**config.mk**
```make
export PLATFORM = sky130hd
export DESIGN_NAME = rr_arb_mux_flat
export DESIGN_NICKNAME = d
export VERILOG_FILES = /design/src/rtl/rr_arb_mux_if.sv /design/src/rtl/rr_arb_mux.sv /design/src/flat_wrapper.sv
export SDC_FILE = /design/constraint.sdc
export NUM_CORES = 1
export LEC_CHECK = 0
export CAP_MARGIN = 20
export CORE_MARGIN = 8
export CORE_UTILIZATION = 37
export DETAILED_ROUTE_END_ITERATION = 7
export GPL_TIMING_DRIVEN = 1
export PLACE_DENSITY = 0.93
export SLEW_MARGIN = 10
export SYNTH_ARGS = -nofsm -noshare
export SYNTH_HDL_FRONTEND = slang
export SYNTH_SLANG_ARGS = --single-unit
```
**constraint.sdc**
```tcl
create_clock -name clk -period 3.4 [get_ports clk]
set_input_delay 0.68 -clock clk [delete_from_list [all_inputs] [get_ports clk]]
set_output_delay 0.68 -clock clk [all_outputs]
set_load 0.01 [all_outputs]
```
**src/rtl/rr_arb_mux_if.sv**
```systemverilog
// Handshake bundle for rr_arb_mux: N request channels in, one registered channel out.
// The master side drives requests and consumer ready; the slave side is the arbiter.
interface rr_arb_mux_if #(
  parameter int WIDTH = 32,
  parameter int N     = 4
);
  localparam int SELW = $clog2(N);

  logic               mode;
  logic [N-1:0]       in_valid;
  logic [N*WIDTH-1:0] in_data;
  logic [N-1:0]       in_ready;
  logic               out_valid;
  logic [WIDTH-1:0]   out_data;
  logic [SELW-1:0]    out_sel;
  logic               out_ready;

  modport master (
    output mode, in_valid, in_data, out_ready,
    input  in_ready, out_valid, out_data, out_sel
  );

  modport slave (
    input  mode, in_valid, in_data, out_ready,
    output in_ready, out_valid, out_data, out_sel
  );
endinterface

```
**src/rtl/rr_arb_mux.sv**
```systemverilog
// N-channel arbitrating mux with a single registered output stage.
// Fixed-priority or round-robin grant selected at run time by mode.
module rr_arb_mux #(
  parameter int WIDTH = 32,
  parameter int N     = 4
) (
  input logic         clk,
  input logic         rst,
  rr_arb_mux_if.slave bus
);
  localparam int SELW = $clog2(N);
  localparam int unsigned NU = N;

  logic             out_valid_q, out_valid_d;
  logic [WIDTH-1:0] out_data_q,  out_data_d;
  logic [SELW-1:0]  out_sel_q,   out_sel_d;
  logic [SELW-1:0]  rr_ptr_q,    rr_ptr_d;

  logic [N-1:0]     grant;
  logic [SELW-1:0]  grant_idx;
  logic             grant_any;
  logic             can_load;
  logic             xfer;
  int unsigned      start;
  int unsigned      idx;

  // Rotating search from start; fixed priority is simply a search from zero.
  always_comb begin
    grant     = '0;
    grant_idx = '0;
    grant_any = 1'b0;
    start     = bus.mode ? 32'(rr_ptr_q) : 32'd0;
    idx       = 0;
    for (int unsigned k = 0; k < NU; k++) begin
      idx = start + k;
      if (idx >= NU) idx = idx - NU;
      if (!grant_any && bus.in_valid[idx]) begin
        grant_any      = 1'b1;
        grant[idx]     = 1'b1;
        grant_idx      = SELW'(idx);
      end
    end
  end

  assign can_load = ~out_valid_q | bus.out_ready;
  assign xfer     = grant_any & can_load;

  always_comb begin
    out_valid_d = out_valid_q;
    out_data_d  = out_data_q;
    out_sel_d   = out_sel_q;
    rr_ptr_d    = rr_ptr_q;
    if (xfer) begin
      out_valid_d = 1'b1;
      out_data_d  = bus.in_data[int'(grant_idx)*WIDTH +: WIDTH];
      out_sel_d   = grant_idx;
      rr_ptr_d    = (grant_idx == SELW'(N-1)) ? '0 : grant_idx + 1'b1;
    end else if (bus.out_ready) begin
      out_valid_d = 1'b0;
    end
  end

  always_ff @(posedge clk) begin
    if (rst) begin
      out_valid_q <= 1'b0;
      out_data_q  <= '0;
      out_sel_q   <= '0;
      rr_ptr_q    <= '0;
    end else begin
      out_valid_q <= out_valid_d;
      out_data_q  <= out_data_d;
      out_sel_q   <= out_sel_d;
      rr_ptr_q    <= rr_ptr_d;
    end
  end

  assign bus.in_ready  = grant & {N{can_load}};
  assign bus.out_valid = out_valid_q;
  assign bus.out_data  = out_data_q;
  assign bus.out_sel   = out_sel_q;
endmodule

```
**src/flat_wrapper.sv**
```systemverilog
// flat-port wrapper written by rule: the top's interface ports become plain ports
module rr_arb_mux_flat 
#(
  parameter int WIDTH = 32,
  parameter int N     = 4
)
  (clk, rst, bus_mode, bus_in_valid, bus_in_data, bus_out_ready, bus_in_ready, bus_out_valid, bus_out_data, bus_out_sel);
  rr_arb_mux_if #(.WIDTH(WIDTH), .N(N)) bus_i ();
  input logic clk;
  input logic rst;
  input wire logic [$bits(bus_i.mode)-1:0] bus_mode;
  input wire logic [$bits(bus_i.in_valid)-1:0] bus_in_valid;
  input wire logic [$bits(bus_i.in_data)-1:0] bus_in_data;
  input wire logic [$bits(bus_i.out_ready)-1:0] bus_out_ready;
  output wire logic [$bits(bus_i.in_ready)-1:0] bus_in_ready;
  output wire logic [$bits(bus_i.out_valid)-1:0] bus_out_valid;
  output wire logic [$bits(bus_i.out_data)-1:0] bus_out_data;
  output wire logic [$bits(bus_i.out_sel)-1:0] bus_out_sel;
  assign bus_i.mode = bus_mode;
  assign bus_i.in_valid = bus_in_valid;
  assign bus_i.in_data = bus_in_data;
  assign bus_i.out_ready = bus_out_ready;
  assign bus_in_ready = bus_i.in_ready;
  assign bus_out_valid = bus_i.out_valid;
  assign bus_out_data = bus_i.out_data;
  assign bus_out_sel = bus_i.out_sel;
  rr_arb_mux #(.WIDTH(WIDTH), .N(N)) u_core (.clk(clk), .rst(rst), .bus(bus_i));
endmodule
```
# Word level (Yosys, flattened, before mapping)
# Cells that the tools add are included.
word_totals:
  reg_bits: 37
  input_bits: 136
  output_inout_bits: 39
op_classes:
  addsub: 8
  magnitude_cmp: 12
  n_eq_ne: 1
  shift: 1
  n_mux: 36
  bitwise_logic: 7
  n_reduce_logical: 11
op_table:
  columns: ["cell", "count"]
  rows:
  - [">= comparator 32 x 1 -> 1 bit, second input constant", 4]
  - [">= comparator 32 x 3 -> 1 bit, second input constant", 4]
  - ["less-than comparator 32 x 3 -> 1 bit, second input constant", 4]
  - ["2-to-1 mux 32 bit", 4]
  - ["indexed part select 128 x 8 -> 32 bit", 1]
  - ["subtractor 32 x 3 -> 32 bit, second input constant", 4]
  - ["adder 32 x 2 -> 32 bit, second input constant", 2]
  - ["adder 32 x 1 -> 32 bit, second input constant", 1]
  - ["2-to-1 mux 4 bit", 4]
  - ["2-to-1 mux 1 bit", 14]
  - ["2-to-1 mux 2 bit", 6]
  - ["bitwise OR 4 bit", 3]
  - ["binary-select mux 1 bit (select 2 bit)", 4]
  - ["demux 1 bit (select 2 bit)", 4]
  - ["logical AND 1 bit", 7]
  - ["AND 4 bit", 1]
  - ["logical NOT 1 bit", 3]
  - ["adder 2 x 1 -> 2 bit, second input constant", 1]
  - ["== test 2 bit, second input constant", 1]
  - ["nonzero test 2 bit", 1]
  - ["AND 1 bit", 1]
  - ["NOT 1 bit", 1]
  - ["bitwise OR 1 bit", 1]

# Logic depth before layout (Yosys ltp)
depth:
  ltp_word: 17
  ltp_mapped: 12
  mapped_depth_nobuf: 8

# Worst setup path before layout
# OpenSTA, ideal clock, no wires.
synth_timing:
  path_kind: "input port to output port"
  startpoint: "in bus_in_valid[2]"
  endpoint: "out bus_in_ready[2]"
  arrival_ps: 2487
  t_required_ps: 2720
  path_slack_ps: 233
  path_stages: 7
  path_cell_list: "clkbuf_1 mux2i_1 o21ai_0 nand4bb_2 or4_1 mux2_2 a21oi_1"
synth_between:
  elab_chain_cells: 13
  word_cells_on_any_way: 25
synth_lines:
  columns: ["element", "line", "source"]
  rows:
  - ["start: declaration", "flat_wrapper.sv:12", "input wire logic [$bits(bus_i.in_valid)-1:0] bus_in_valid;"]
  - ["binary-select mux 1 bit (select 2 bit)", "rr_arb_mux.sv:37", "if (!grant_any && bus.in_valid[idx]) begin"]
  - ["2-to-1 mux 1 bit (implied by the code)", "rr_arb_mux.sv:37", null]
  - ["2-to-1 mux 1 bit", "rr_arb_mux.sv:37", null]
  - ["logical NOT 1 bit", "rr_arb_mux.sv:37", null]
  - ["logical AND 1 bit", "rr_arb_mux.sv:37", null]
  - ["2-to-1 mux 1 bit", "rr_arb_mux.sv:37", null]
  - ["logical NOT 1 bit", "rr_arb_mux.sv:37", null]
  - ["logical AND 1 bit", "rr_arb_mux.sv:37", null]
  - ["2-to-1 mux 1 bit", "rr_arb_mux.sv:37", null]
  - ["logical NOT 1 bit", "rr_arb_mux.sv:37", null]
  - ["logical AND 1 bit", "rr_arb_mux.sv:37", null]
  - ["2-to-1 mux 4 bit (*)", "rr_arb_mux.sv:37", null]
  - ["AND 4 bit (*)", "rr_arb_mux.sv:77", "assign bus.in_ready = grant & {N{can_load}};"]
  - ["end: declaration", "flat_wrapper.sv:15", "output wire logic [$bits(bus_i.in_ready)-1:0] bus_in_ready;"]
# Every way passes the cells marked *; elsewhere a longest branch is shown, timed or not. The select of a mux whose other input is x is not followed.

# Final worst setup path
layout_timing:
  startpoint: "in bus_mode"
  endpoint: "out bus_in_ready[2]"
layout_between:
  elab_chain_cells: 16
  word_cells_on_any_way: 61
layout_lines:
  columns: ["element", "line", "source"]
  rows:
  - ["start: declaration", "flat_wrapper.sv:11", "input wire logic [$bits(bus_i.mode)-1:0] bus_mode;"]
  - ["2-to-1 mux 2 bit (*)", "rr_arb_mux.sv:32", "start = bus.mode ? 32'(rr_ptr_q) : 32'd0;"]
  - ["branches (longest 13 deep; another with adder 32 x 1 -> 32 bit)", null, null]
  - ["2-to-1 mux 4 bit (*)", "rr_arb_mux.sv:37", null]
  - ["AND 4 bit (*)", "rr_arb_mux.sv:77", null]
# Every way passes the cells marked *. The select of a mux whose other input is x is not followed.

==> results.md <==
- CTS clock-pin slew for the worst setup and hold paths: 0.08 ns
- Core Area: 0.00725 mm²
- Num CTS Buffers: 5
- Post-CTS setup buffers: 0
- Top cells by area, synth: dfxtp_1, mux2i_1, mux2_4
- Post-Synth XOR/XNOR Area: 0
- Most instantiated library cell after synthesis: nand2_1
- Detailed Place HPWL: 8870 µm
- Tmin final: between 3 and 4 ns
- Sinks on the clock net: 37
- Power per cell area: 500 mW/mm²
- Max stage delay on crit path: between 0.5 and 0.6 ns
- Vias in the first global route: approximately 3400
- Post-Synthesis Cells: 300
- Rel. slew slack: 0.555
- Adder-cell share of the synthesized area: 0.00451
- Yosys top cell area share: 0.267
- Largest net degree at the start of global routing: 35
- Slew Viols, Final: 0
- CP Buf/Inv Count: 2
- Ant diodes: 0
- Power Internal: 1520 µW
- Die Area: 0.0105 mm²
- Psw: ~890 µW
- Sw Share: 0.369
- Die Y: around 100 µm
- Primary FF master, synth: dfxtp_1
- Vias: 3070
- Reg2reg setup slack: 0.41 ns
- Placed Instances: 580
- DR iter-0 viols: just over 100
- Yosys reg bits: 37
- Clock Skew: 0.00481 ns
- HP Class: reg2reg
- WP data arrival: 2.66 ns
- Post-synth EDFFs: 0
- Filler Cells Inserted: 605
- Max-cap violations: 0
- Sequential cell area: 741 µm²
- Hold wc startpoint: u_core.bus.out_data[18]$_SDFFE_PP0P_
- First-pass GRT wire length: 16800 µm
- Hold path depth: 1
- Bufs on Longest Clock Path: 2
- Pleak: between 0.0015 and 0.002 µW
- DR DRC count: 0
- Critical R2R Capture: u_core.bus.out_data[29]$_SDFFE_PP0P_
- Place WS: -0.699 ns
- Avg WL per Cell: 18.5 µm
- Combinational share of power: 0.596
- Cell-by-cell trace of the critical path: clkdlybuf4s15_2 > and2_4 > mux4_2 > or4_4 > mux2_2 > a21oi_2 > buf_2
- Final setup viols: 0
- Setup CP Type: in2out
- Mapped Nets: between 400 and 500
- Crit-path slowest cell: or4_4
- Number of core rows: 31
- Register area share after synthesis: 0.267
- Yosys cell types: 52
- Final ANT Viol Nets: 0
- Synth-to-Final Area Change: 74.3%
- Final Cycle Share: 0.981
- Reg-to-Reg Start: u_core.rr_ptr_q[0]$_SDFFE_PP0P_
- Die width: 103 µm
- Clock group share of total power: 0.146
- Final instance area: around 0.0048 mm²
- Initial antenna violation count: 0
- H-Tree Depth: 2
- Synth Area in Compound Gates: 0.278
- Layout Cells excl Fill: 589
- First drt pass iteration count: 4
- Worst Setup End Kind: primary output
- Max Clock Freq: ~0.3 GHz
- CTS root buf: clkbuf_8
- Worst-Margin Slew: ~0.66 ns
- R2R depth: 10
- Worst-skew pair later-pin latency: 0.29 ns
- Simple-Gate Fraction of Synth Area: 0.149
- CP max FO: 4
- RePlAce Congestion: between 0.8 and 0.9
- RSZ-0062 raised after global routing: false
- Post-DP Area: about 0.0047 mm²
- Sequential power share: 0.258
- GRT Residual Overflow: 0
- Avg Inst Size Synth: 9.24 µm²
- Status: complete, no violations
- Mux share of post-synthesis cell area: 0.226
- Post-DR vias/cell: 5.21
- # port buffers: 174
- Routed wire length: 10900 µm
- Fraction of layout cells with a size suffix above 1: 0.194
- Async SR Flop Fraction: 0
- TritonCTS clock tree: done
- # IOs: about 180
- Syn Std Cell Area: 0.00277 mm²
- Post-synth top cells: nand2_1, dfxtp_1, mux2i_1
- Initial core utilization: 0.382
- Multi-input gate area: 0.00183 mm²
- Worst setup SP type: input pin
- Combinational family with the most area after synthesis: compound AO/OA/AOI/OAI gates
- Final net count: ~630
- Family with the most delay on the worst path: multiplexers
- Final setup margin: about 0.064 ns
- Cell taking the most area after synthesis: dfxtp_1
- Maximum vdd drop: 0.232 mV
- Worst path required time: ~2.7 ns
- Synth warn: 0
- Crit. Startpoint: bus_mode
- Worst Hold End: u_core.bus.out_data[18]$_SDFFE_PP0P_
- Gr usage total: 0.203
- Final hold vios: 0
-- layer usage --
| metal | GRT usage | part of all wire |
|---|---|---|
| met1 | 0.216 | 0.38 |
| met2 | 0.369 | 0.51 |
| met3 | 0.0675 | 0.095 |
| met4 | 0.0621 | 0.016 |
| met5 | 0 | 0 |
-- placed cells by master, fill, tap and decap left out, types with 4 or more instances in the layout --
cell type and n:
a21oi_1 6, a22oi_1 21, a22oi_2 11, a32o_1 16
buf_4 34, clkbuf_8 7, clkdlybuf4s50_1 165, dfxtp_1 37
dlygate4sd2_1 5, inv_1 4, mux2_2 6, mux2_4 11
mux2i_1 37, nand2_1 40, nand2b_1 6, nor2_1 11
nor3_1 4, o21ai_0 9, o21ai_1 11
-- power by group through the flow --
stage / Sequential [µW] / Combinational (µW) / Clock (µW)
6_report: 623 / 1440 / 352
5_1_grt: 636 / 1550 / 381
4_1_cts: 622 / 1440 / 364
3_5_place_dp: 632 / 1450 / 0
3_3_place_gp: 622 / 1410 / 0
2_1_floorplan: 669 / 803 / 0
-- state kept, by name, indices dropped and copies added (netlist names) --
name / flops
u_core.bus.out_data: 32
u_core.bus.out_sel: 2
u_core.rr_ptr_q: 2
u_core.bus.out_valid: 1
-- layout make-up --
type / instances / share of cell area
multi-input cells: 230 / 0.379
clock buffers: 7 / 0.0199
clock inverters: 1 / 0.00181
inverters: 5 / 0.00440
well taps: 99 / 0.0256
flip-flops and latches: 37 / 0.153
repair buffers: 210 / 0.416
-- worst max path at each step --
stage                      endpoint  slack [ns]  cells after the start
floorplan           bus_in_ready[2]        0.23                      7
global placement    bus_in_ready[2]       -0.69                      7
detailed placement  bus_in_ready[2]       -0.70                      7
CTS                 bus_in_ready[0]       0.009                      8
global route        bus_in_ready[1]       0.009                      9
finish              bus_in_ready[2]        0.06                      7
-- worst register-to-register path: cells and delay by family, from the launching register on --
kind                   cells  cell delay [ns]
and+or+nand+nor            2             0.82
DFF                        1             0.43
muxes                      1             0.50
AOI/OAI and AO/OA          4             0.68
buffers and inverters      3             0.47
-- cell families after synthesis --
family	Yosys count
compound gates	92
fa+ha+maj	1
buf+inv	33
flops	37
mux	55
simple gates	82
-- what timing repair did --
item	CTS	global route
endpoints found under the setup margin	17	2
gates resized for setup	15	6
hold buffers	0	0
-- through the flow --
step	hold WS (ns)	utilization	TNS (ns)	power (µW)
after global placement	0.447	0.652	-7.38	2040
after floorplan	0.510	-	0	1470
after global routing	0.499	0.666	0	2570
final	0.468	0.666	0	2410
after detailed placement	0.454	0.652	-7.87	2080
after CTS	0.473	0.664	0	2430
Note: power is estimated with default switching activity, not from simulation.
